$ cat config.mk
export PLATFORM = sky130hd
export DESIGN_NAME = color_phase_sequencer
export DESIGN_NICKNAME = d
export VERILOG_FILES = /design/src/rtl/led_pkg.sv /design/src/rtl/phase_decoder.sv /design/src/rtl/color_phase_sequencer.sv
export SDC_FILE = /design/constraint.sdc
export NUM_CORES = 1
export LEC_CHECK = 0
export ABC_CLOCK_PERIOD_IN_PS = 1650
export CORE_ASPECT_RATIO = 1.25
export CORE_MARGIN = 5
export CORE_UTILIZATION = 51
export DETAILED_ROUTE_END_ITERATION = 10
export PLACE_DENSITY = 0.75
export SYNTH_ARGS = -nofsm -noshare
export SYNTH_HDL_FRONTEND = slang
export SYNTH_SLANG_ARGS = --single-unit
$ cat constraint.sdc
create_clock -name clk -period 1.65 [get_ports clk]
set_input_delay 0.165 -clock clk [delete_from_list [all_inputs] [get_ports clk]]
set_output_delay 0.165 -clock clk [all_outputs]
set_load 0.005 [all_outputs]
$ cat src/rtl/led_pkg.sv
// Shared definitions for the LED colour path: fade command encodings and
// hue-wheel constants used by the sequencer and the fade stages.
package led_pkg;

  typedef enum logic [1:0] {
    PWM_INC   = 2'b00,
    PWM_DEC   = 2'b01,
    HIGH_HOLD = 2'b10,
    LOW_HOLD  = 2'b11
  } fade_state_t;

  localparam int NUM_PHASES = 6;

  // Running the wheel backwards retraces each ramp, so only the ramps swap.
  function automatic fade_state_t orient_ramp(input fade_state_t s, input logic dir);
    fade_state_t r;
    r = s;
    if (dir) begin
      if (s == PWM_INC)      r = PWM_DEC;
      else if (s == PWM_DEC) r = PWM_INC;
    end
    return r;
  endfunction

endpackage

$ cat src/rtl/phase_decoder.sv
// Combinational decode of hue-wheel phase and direction into the three
// per-channel fade commands.
module phase_decoder
  import led_pkg::*;
(
  input  logic [2:0] phase,
  input  logic       dir,
  output logic [1:0] red_state,
  output logic [1:0] green_state,
  output logic [1:0] blue_state
);

  fade_state_t red_fwd;
  fade_state_t green_fwd;
  fade_state_t blue_fwd;

  // Forward hue wheel; unreachable codes park every channel dark.
  always_comb begin
    red_fwd   = LOW_HOLD;
    green_fwd = LOW_HOLD;
    blue_fwd  = LOW_HOLD;
    case (phase)
      3'd0: begin red_fwd = HIGH_HOLD; green_fwd = PWM_INC;   blue_fwd = LOW_HOLD;  end
      3'd1: begin red_fwd = PWM_DEC;   green_fwd = HIGH_HOLD; blue_fwd = LOW_HOLD;  end
      3'd2: begin red_fwd = LOW_HOLD;  green_fwd = HIGH_HOLD; blue_fwd = PWM_INC;   end
      3'd3: begin red_fwd = LOW_HOLD;  green_fwd = PWM_DEC;   blue_fwd = HIGH_HOLD; end
      3'd4: begin red_fwd = PWM_INC;   green_fwd = LOW_HOLD;  blue_fwd = HIGH_HOLD; end
      3'd5: begin red_fwd = HIGH_HOLD; green_fwd = LOW_HOLD;  blue_fwd = PWM_DEC;   end
      default: ;
    endcase
  end

  assign red_state   = orient_ramp(red_fwd, dir);
  assign green_state = orient_ramp(green_fwd, dir);
  assign blue_state  = orient_ramp(blue_fwd, dir);

endmodule

$ cat src/rtl/color_phase_sequencer.sv
// Steps three fade channels around a six-phase hue wheel, one phase per full
// fade ramp, with pause and boundary-synchronised direction reversal.
module color_phase_sequencer
  import led_pkg::*;
#(
  parameter int INC_DEC_INTERVAL = 10000,
  parameter int INC_DEC_MAX      = 200
) (
  input  logic       clk,
  input  logic       rst,
  input  logic       enable,
  input  logic       reverse,
  output logic [1:0] red_state,
  output logic [1:0] green_state,
  output logic [1:0] blue_state,
  output logic [2:0] phase,
  output logic       phase_strobe
);

  localparam int TW = (INC_DEC_INTERVAL > 1) ? $clog2(INC_DEC_INTERVAL) : 1;
  localparam int SW = (INC_DEC_MAX > 1) ? $clog2(INC_DEC_MAX) : 1;
  localparam logic [TW-1:0] TCNT_LAST = TW'(INC_DEC_INTERVAL - 1);
  localparam logic [SW-1:0] SCNT_LAST = SW'(INC_DEC_MAX - 1);
  localparam logic [2:0]    PHASE_LAST = 3'(NUM_PHASES - 1);

  logic [TW-1:0] tcnt;
  logic [SW-1:0] scnt;
  logic [2:0]    phase_q;
  logic          dir;
  logic          tick_end;
  logic          boundary;
  logic [2:0]    phase_next;

  assign tick_end = (tcnt == TCNT_LAST);
  assign boundary = enable && tick_end && (scnt == SCNT_LAST);

  always_comb begin
    phase_next = phase_q;
    if (!dir) phase_next = (phase_q == PHASE_LAST) ? 3'd0 : phase_q + 3'd1;
    else      phase_next = (phase_q == 3'd0) ? PHASE_LAST : phase_q - 3'd1;
  end

  // A direction mismatch at a boundary spends that boundary turning around,
  // so the segment just finished is retraced rather than skipped.
  always_ff @(posedge clk) begin
    if (rst) begin
      tcnt         <= '0;
      scnt         <= '0;
      phase_q      <= 3'd0;
      dir          <= 1'b0;
      phase_strobe <= 1'b0;
    end else begin
      phase_strobe <= boundary;
      if (enable) begin
        tcnt <= tick_end ? '0 : tcnt + 1'b1;
        if (tick_end) scnt <= (scnt == SCNT_LAST) ? '0 : scnt + 1'b1;
      end
      if (boundary) begin
        if (reverse == dir) phase_q <= phase_next;
        else                dir     <= reverse;
      end
    end
  end

  assign phase = phase_q;

  phase_decoder u_decoder (
    .phase       (phase_q),
    .dir         (dir),
    .red_state   (red_state),
    .green_state (green_state),
    .blue_state  (blue_state)
  );

endmodule

# --- Yosys cells after proc, flatten, opt, wreduce, memory -nomap -nowiden ---
# Index checks and enable logic that the tools add are counted.
op_classes:
  n_reduce_logical: 12
  bitwise_logic: 1
  muxes: 17
  addsub: 4
  eq_ne: 11
op_table:
  columns: ["op", "n"]
  rows:
  - ["two-way mux 2 bit", 9]
  - ["one-hot mux 2 bit (3 select lines)", 3]
  - ["adder 14 x 1 -> 14 bit (second input constant)", 1]
  - ["equality test 14 bit (second input constant)", 1]
  - ["two-way mux 14 bit", 1]
  - ["two-way mux 3 bit", 3]
  - ["adder 8 x 1 -> 8 bit (second input constant)", 1]
  - ["equality test 8 bit (second input constant)", 1]
  - ["two-way mux 8 bit", 1]
  - ["equality test 2 x 1 -> 1 bit (second input constant)", 3]
  - ["equality test 3 x 2 -> 1 bit (second input constant)", 2]
  - ["equality test 3 bit (second input constant)", 2]
  - ["zero test 2 bit", 3]
  - ["AND reduction 2 bit", 3]
  - ["OR reduction 2 bit", 3]
  - ["adder 3 x 1 -> 3 bit (second input constant)", 1]
  - ["equality test 3 x 1 -> 1 bit (second input constant)", 1]
  - ["zero test 3 bit", 1]
  - ["subtractor 3 x 1 -> 3 bit (second input constant)", 1]
  - ["logical AND 1 bit", 2]
  - ["equality test 1 bit", 1]
  - ["inverter 1 bit", 1]
word_totals:
  output_inout_bits: 10
  input_bits: 4
  elab_cells: 50
  regBits: 27

# --- Longest topological paths before layout ---
depth:
  ltp_word: 7
  depth_mapped: 8
  depth_no_buf: 6

# --- Modules after synthesis ---
# A second synthesis with hierarchy kept.
unflattened:
  cells_unflattened: 161
  area_unflattened_um2: 1391.3
by_module_without_submodules:
  columns: ["mod", "area_per_inst_um2", "instances", "cells_each"]
  rows:
  - ["color_phase_sequencer", 1287.5, 1, 146]
  - ["phase_decoder", 103.8, 1, 15]

# --- Worst setup path before layout ---
# No wires, ideal clock.
synth_path:
  path_kind: "register -> output"
  from: "register phase_q[1] (netlist: phase[1])"
  to: "output green_state[0]"
  path_slack_ps: 36
  required_time_ps: 1485
  stages_incl_launch_ff: 8
  t_arrival_ps: 1449
  cell_sequence: "dfxtp_1 > clkbuf_1 > and2_1 > ha_1 > inv_1 > ha_1 > a211oi_1 > a21oi_1"
synth_between:
  elab_chain_cells: 7
  elab_cells_between_ends: 11
  cone_classes: "eq/ne (4); mux (4); reduce/logical (3)"
synth_rtl:
  columns: ["element", "line", "rtl"]
  rows:
  - ["start, declared", "color_phase_sequencer.sv:28", "logic [2:0] phase_q;"]
  - ["start signal, assigned", "color_phase_sequencer.sv:59", "if (reverse == dir) phase_q <= phase_next;"]
  - ["equality test 3 x 1 -> 1 bit / equality test 3 x 2 -> 1 bit (equally long branches)", "phase_decoder.sv:22", "case (phase)"]
  - ["OR reduction 2 bit (no line)", null, null]
  - ["one-hot mux 2 bit (3 select lines) *", "phase_decoder.sv:22", null]
  - ["equality test 2 x 1 -> 1 bit", "led_pkg.sv:20", "else if (s == PWM_DEC) r = PWM_INC;"]
  - ["two-way mux 2 bit", "led_pkg.sv:20", null]
  - ["two-way mux 2 bit", "led_pkg.sv:19", "if (s == PWM_INC) r = PWM_DEC;"]
  - ["two-way mux 2 bit *", "led_pkg.sv:18", "if (dir) begin"]
  - ["end, declared", "color_phase_sequencer.sv:14", "output logic [1:0] green_state,"]
# Mark *: on every way between the ends. The rest lies on a longest branch, timed or not.

# --- Final worst setup path ---
# Ends and elaborated chain as after synthesis.

==> flow_metrics.env <==
export IMPL_status="finished with violations"
export IMPL_violations="setup timing"
export IMPL_drt_wl_total_um=3730
export IMPL_die_w_um=59.8
export IMPL_hold_path_end="scnt[7]$_SDFFE_PP0P_"
export IMPL_via_per_inst=5.60
export IMPL_hold_viol_final=0
export IMPL_rsz0062_at_grt="true"
export IMPL_ys_warn_count=0
export IMPL_clock_sinks=27
export IMPL_coreArea_mm2=0.00297
export IMPL_dpl_instance_area_mm2=0.00196
export IMPL_cpPeakStageDelay_ns=0.39
export IMPL_ys_ff_latch=27
export IMPL_synth_area_leaders="dfxtp_1 (34%), xor2_1 (7.2%), nor2_1 (5.9%), a21oi_1 (4.4%), and4_1 (3.3%)"
export IMPL_drtPass1Iterations=4
export IMPL_layout_drive_gt1_share=0.345
export IMPL_num_io_pins=14
export IMPL_syn_area_per_cell_um2=8.77
export IMPL_clock_fmax_ghz=0.564
export IMPL_cp_end_kind="output pin"
export IMPL_worst_pin_slew_ns=0.333
export IMPL_clk_pin_slew_ns=0.15
export IMPL_hold_start="scnt[7]$_SDFFE_PP0P_"
export IMPL_grtUsageTotal=0.181
export IMPL_detailedPlacementHpwl_um=2750
export IMPL_netlist_area_mm2=0.00158
export IMPL_skew_ns=0.0103
export IMPL_htreeDepth=1
export IMPL_p_leak_nw=0.934
export IMPL_antenna_left=0
export IMPL_grt_ovfl_total=0
export IMPL_first_global_vias=1458
export IMPL_dieHeight_um=72.2
export IMPL_place_inst=255
export IMPL_portBuffers=13
export IMPL_tritoncts="yes"
export IMPL_power_density_mw_per_mm2=474
export IMPL_syn_inst=180
export IMPL_r2r_start="tcnt[0]$_SDFFE_PP0P_"
export IMPL_routedWlPerCell_um=14.2
export IMPL_yosysTopAreaCellShare=0.343
export IMPL_cp_arrival_ns=1.61
export IMPL_start_util=0.531
export IMPL_synth_seq_area_share=0.343
export IMPL_slowest_stage="or3_4"
export IMPL_mostFrequentLayoutCells="buf_4 (32), nor2_1 (25), dfxtp_1 (19), xor2_1 (13), a21oi_1 (13)"
export IMPL_final_common_cell="buf_4"
export IMPL_setup_ws_ns=-0.124
export IMPL_cts_buffers=3
export IMPL_holdBufCountCts=0
export IMPL_fillers=220
export IMPL_synth_top_area_cell="dfxtp_1"
export IMPL_critPathKind="register to output pin"
export IMPL_maxCapViolCount=0
export IMPL_worstPathMaxFanout=3
export IMPL_drv_slew=0
export IMPL_min_path_type="register to register"
export IMPL_period_minus_slack_ns=1.77
export IMPL_startpoint_type="register"
export IMPL_routabilityCongestion=0.836
export IMPL_num_vias=1468
export IMPL_timing_slew_headroom=0.777
export IMPL_areaGrowthSynthToFinish_pct=36.0
export IMPL_synth_net_count=188
export IMPL_reg2regPathDepth=5
export IMPL_vdd_ir_drop_max_v=0.000403
export IMPL_final_cells=262
export IMPL_antenna_found_initial=0
export IMPL_finalSetupViolCount=2
export IMPL_drc=0
export IMPL_num_antenna_cells=0
export IMPL_grt_pass1_wl_um=6110
export IMPL_cp_cell_sequence="buf_6 -> or3_4 -> a211oi_2 -> a21oi_2 -> clkbuf_2"
export IMPL_post_route_period_util=1.08
export IMPL_drt_iter0_drc=34
export IMPL_yosys_cell_types_count=42
export IMPL_root_buffer="clkbuf_4"
export IMPL_worstSkewPairLatency_ns=0.33
export IMPL_required_ns=1.48
export IMPL_r2r_slack_ns=0.01
export IMPL_dieArea_mm2=0.00431
export IMPL_clockBufferDepth=2
export IMPL_r2r_end="scnt[6]$_SDFFE_PP0P_"
export IMPL_holdPathStages=2
export IMPL_rows=22
export IMPL_hold_ws_ns=0.515
export IMPL_grt_start_max_net_pins=16
export IMPL_tns_ns=-0.162
export IMPL_nets=235
export IMPL_fin_area_mm2=0.00215
[how the worst max path moves through the flow]
stage / startpoint / to / slack, ns
final: phase[1]$_SDFFE_PP0P_ / green_state[0] / -0.12
after global routing: phase[0]$_SDFFE_PP0P_ / green_state[0] / -0.24
after CTS: phase[0]$_SDFFE_PP0P_ / green_state[0] / -0.22
after detailed placement: enable / scnt[5]$_SDFFE_PP0P_ / -0.16
after global placement: phase[1]$_SDFFE_PP0P_ / green_state[0] / -0.12
after floorplan: phase[1]$_SDFFE_PP0P_ / green_state[0] / 0.04
[worst max-delay path: cells and delay by family (launching register included)]
kind	cells	cell delay [ns]
compound gates	2	0.30
buf+inv	2	0.23
flops	1	0.36
simple gates	1	0.39
[report_power, final]
group          internal, mW  switching [mW]
combinational        0.0332          0.0283
sequential            0.658         0.00309
clock                0.0911           0.202
total                 0.783           0.234
[synthesized netlist by cell type, drive strengths merged]
| master | number |
|---|---|
| dfxtp | 27 |
| ha | 4 |
| a21oi | 14 |
| nand2 | 6 |
| nand4 | 6 |
| or4 | 3 |
| clkdlybuf4s50 | 1 |
| a211oi | 1 |
| clkbuf | 5 |
| o21a | 1 |
| or4b | 1 |
| nand3 | 9 |
| xor2 | 13 |
| o21bai | 1 |
| inv | 4 |
| or3 | 4 |
| mux2i | 4 |
| and2 | 5 |
| nor2 | 25 |
| nor4b | 3 |
| a22oi | 1 |
| nor2b | 1 |
| nor3 | 3 |
| nand2b | 5 |
| nand3b | 1 |
| and3 | 3 |
| buf | 4 |
| a211o | 2 |
| and4 | 7 |
| nand4b | 2 |
| xnor2 | 3 |
| nor4 | 1 |
| o21ai | 4 |
| o31ai | 6 |
[what timing repair did]
action	CTS	global route
resized for setup	33	22
endpoints found under the setup margin	19	21
pin swaps	5	17
setup buffers	1	2
[metrics by stage]
step	power (mW)	setup slack, ns	utilization
2_1_floorplan	0.702	0.0363	-
3_3_place_gp	0.728	-0.118	0.660
3_5_place_dp	0.731	-0.157	0.660
4_1_cts	1.03	-0.215	0.696
5_1_grt	1.06	-0.238	0.722
6_report	1.02	-0.124	0.722
[metal layers]
metal	vias up	part of all wire	track usage	wire, µm
met5	-	0	0	0
met4	0	0.019	0.101	71
met3	6	0.021	0.0178	77
met2	21	0.56	0.339	2090
met1	702	0.40	0.190	1490
li1	739	-	-	-
[sequential cells by signal, summed over array words and instances (netlist names)]
name	count
dir	1
phase	3
phase_strobe	1
scnt	8
tcnt	14
[area by class of cell]
| class | count | area, µm² | area share |
|---|---|---|---|
| multi-input combinational | 139 | 1070 | 0.497 |
| sequential | 27 | 551 | 0.257 |
| timing repair buffer | 52 | 442 | 0.206 |
| tap | 36 | 45.0 | 0.0210 |
| clock buffer | 3 | 22.5 | 0.0105 |
| inverter | 4 | 15.0 | 0.00700 |
| clock inverter | 1 | 5.00 | 0.00233 |
[cells by family (layout without fill, tap and decap cells)]
group                    count (synthesis)  count (layout)  synth area share
AO/OA/AOI/OAI                           30              30             0.116
XOR/XNOR                                16              16            0.0888
multiplexers                             4               4            0.0254
flip-flops                              27              27             0.343
adder cells (fa/ha/maj)                  4               4            0.0317
AND/OR/NAND/NOR                         85              85             0.340
buffers and inverters                   14              60            0.0555
(Power assumes the default switching activity.)
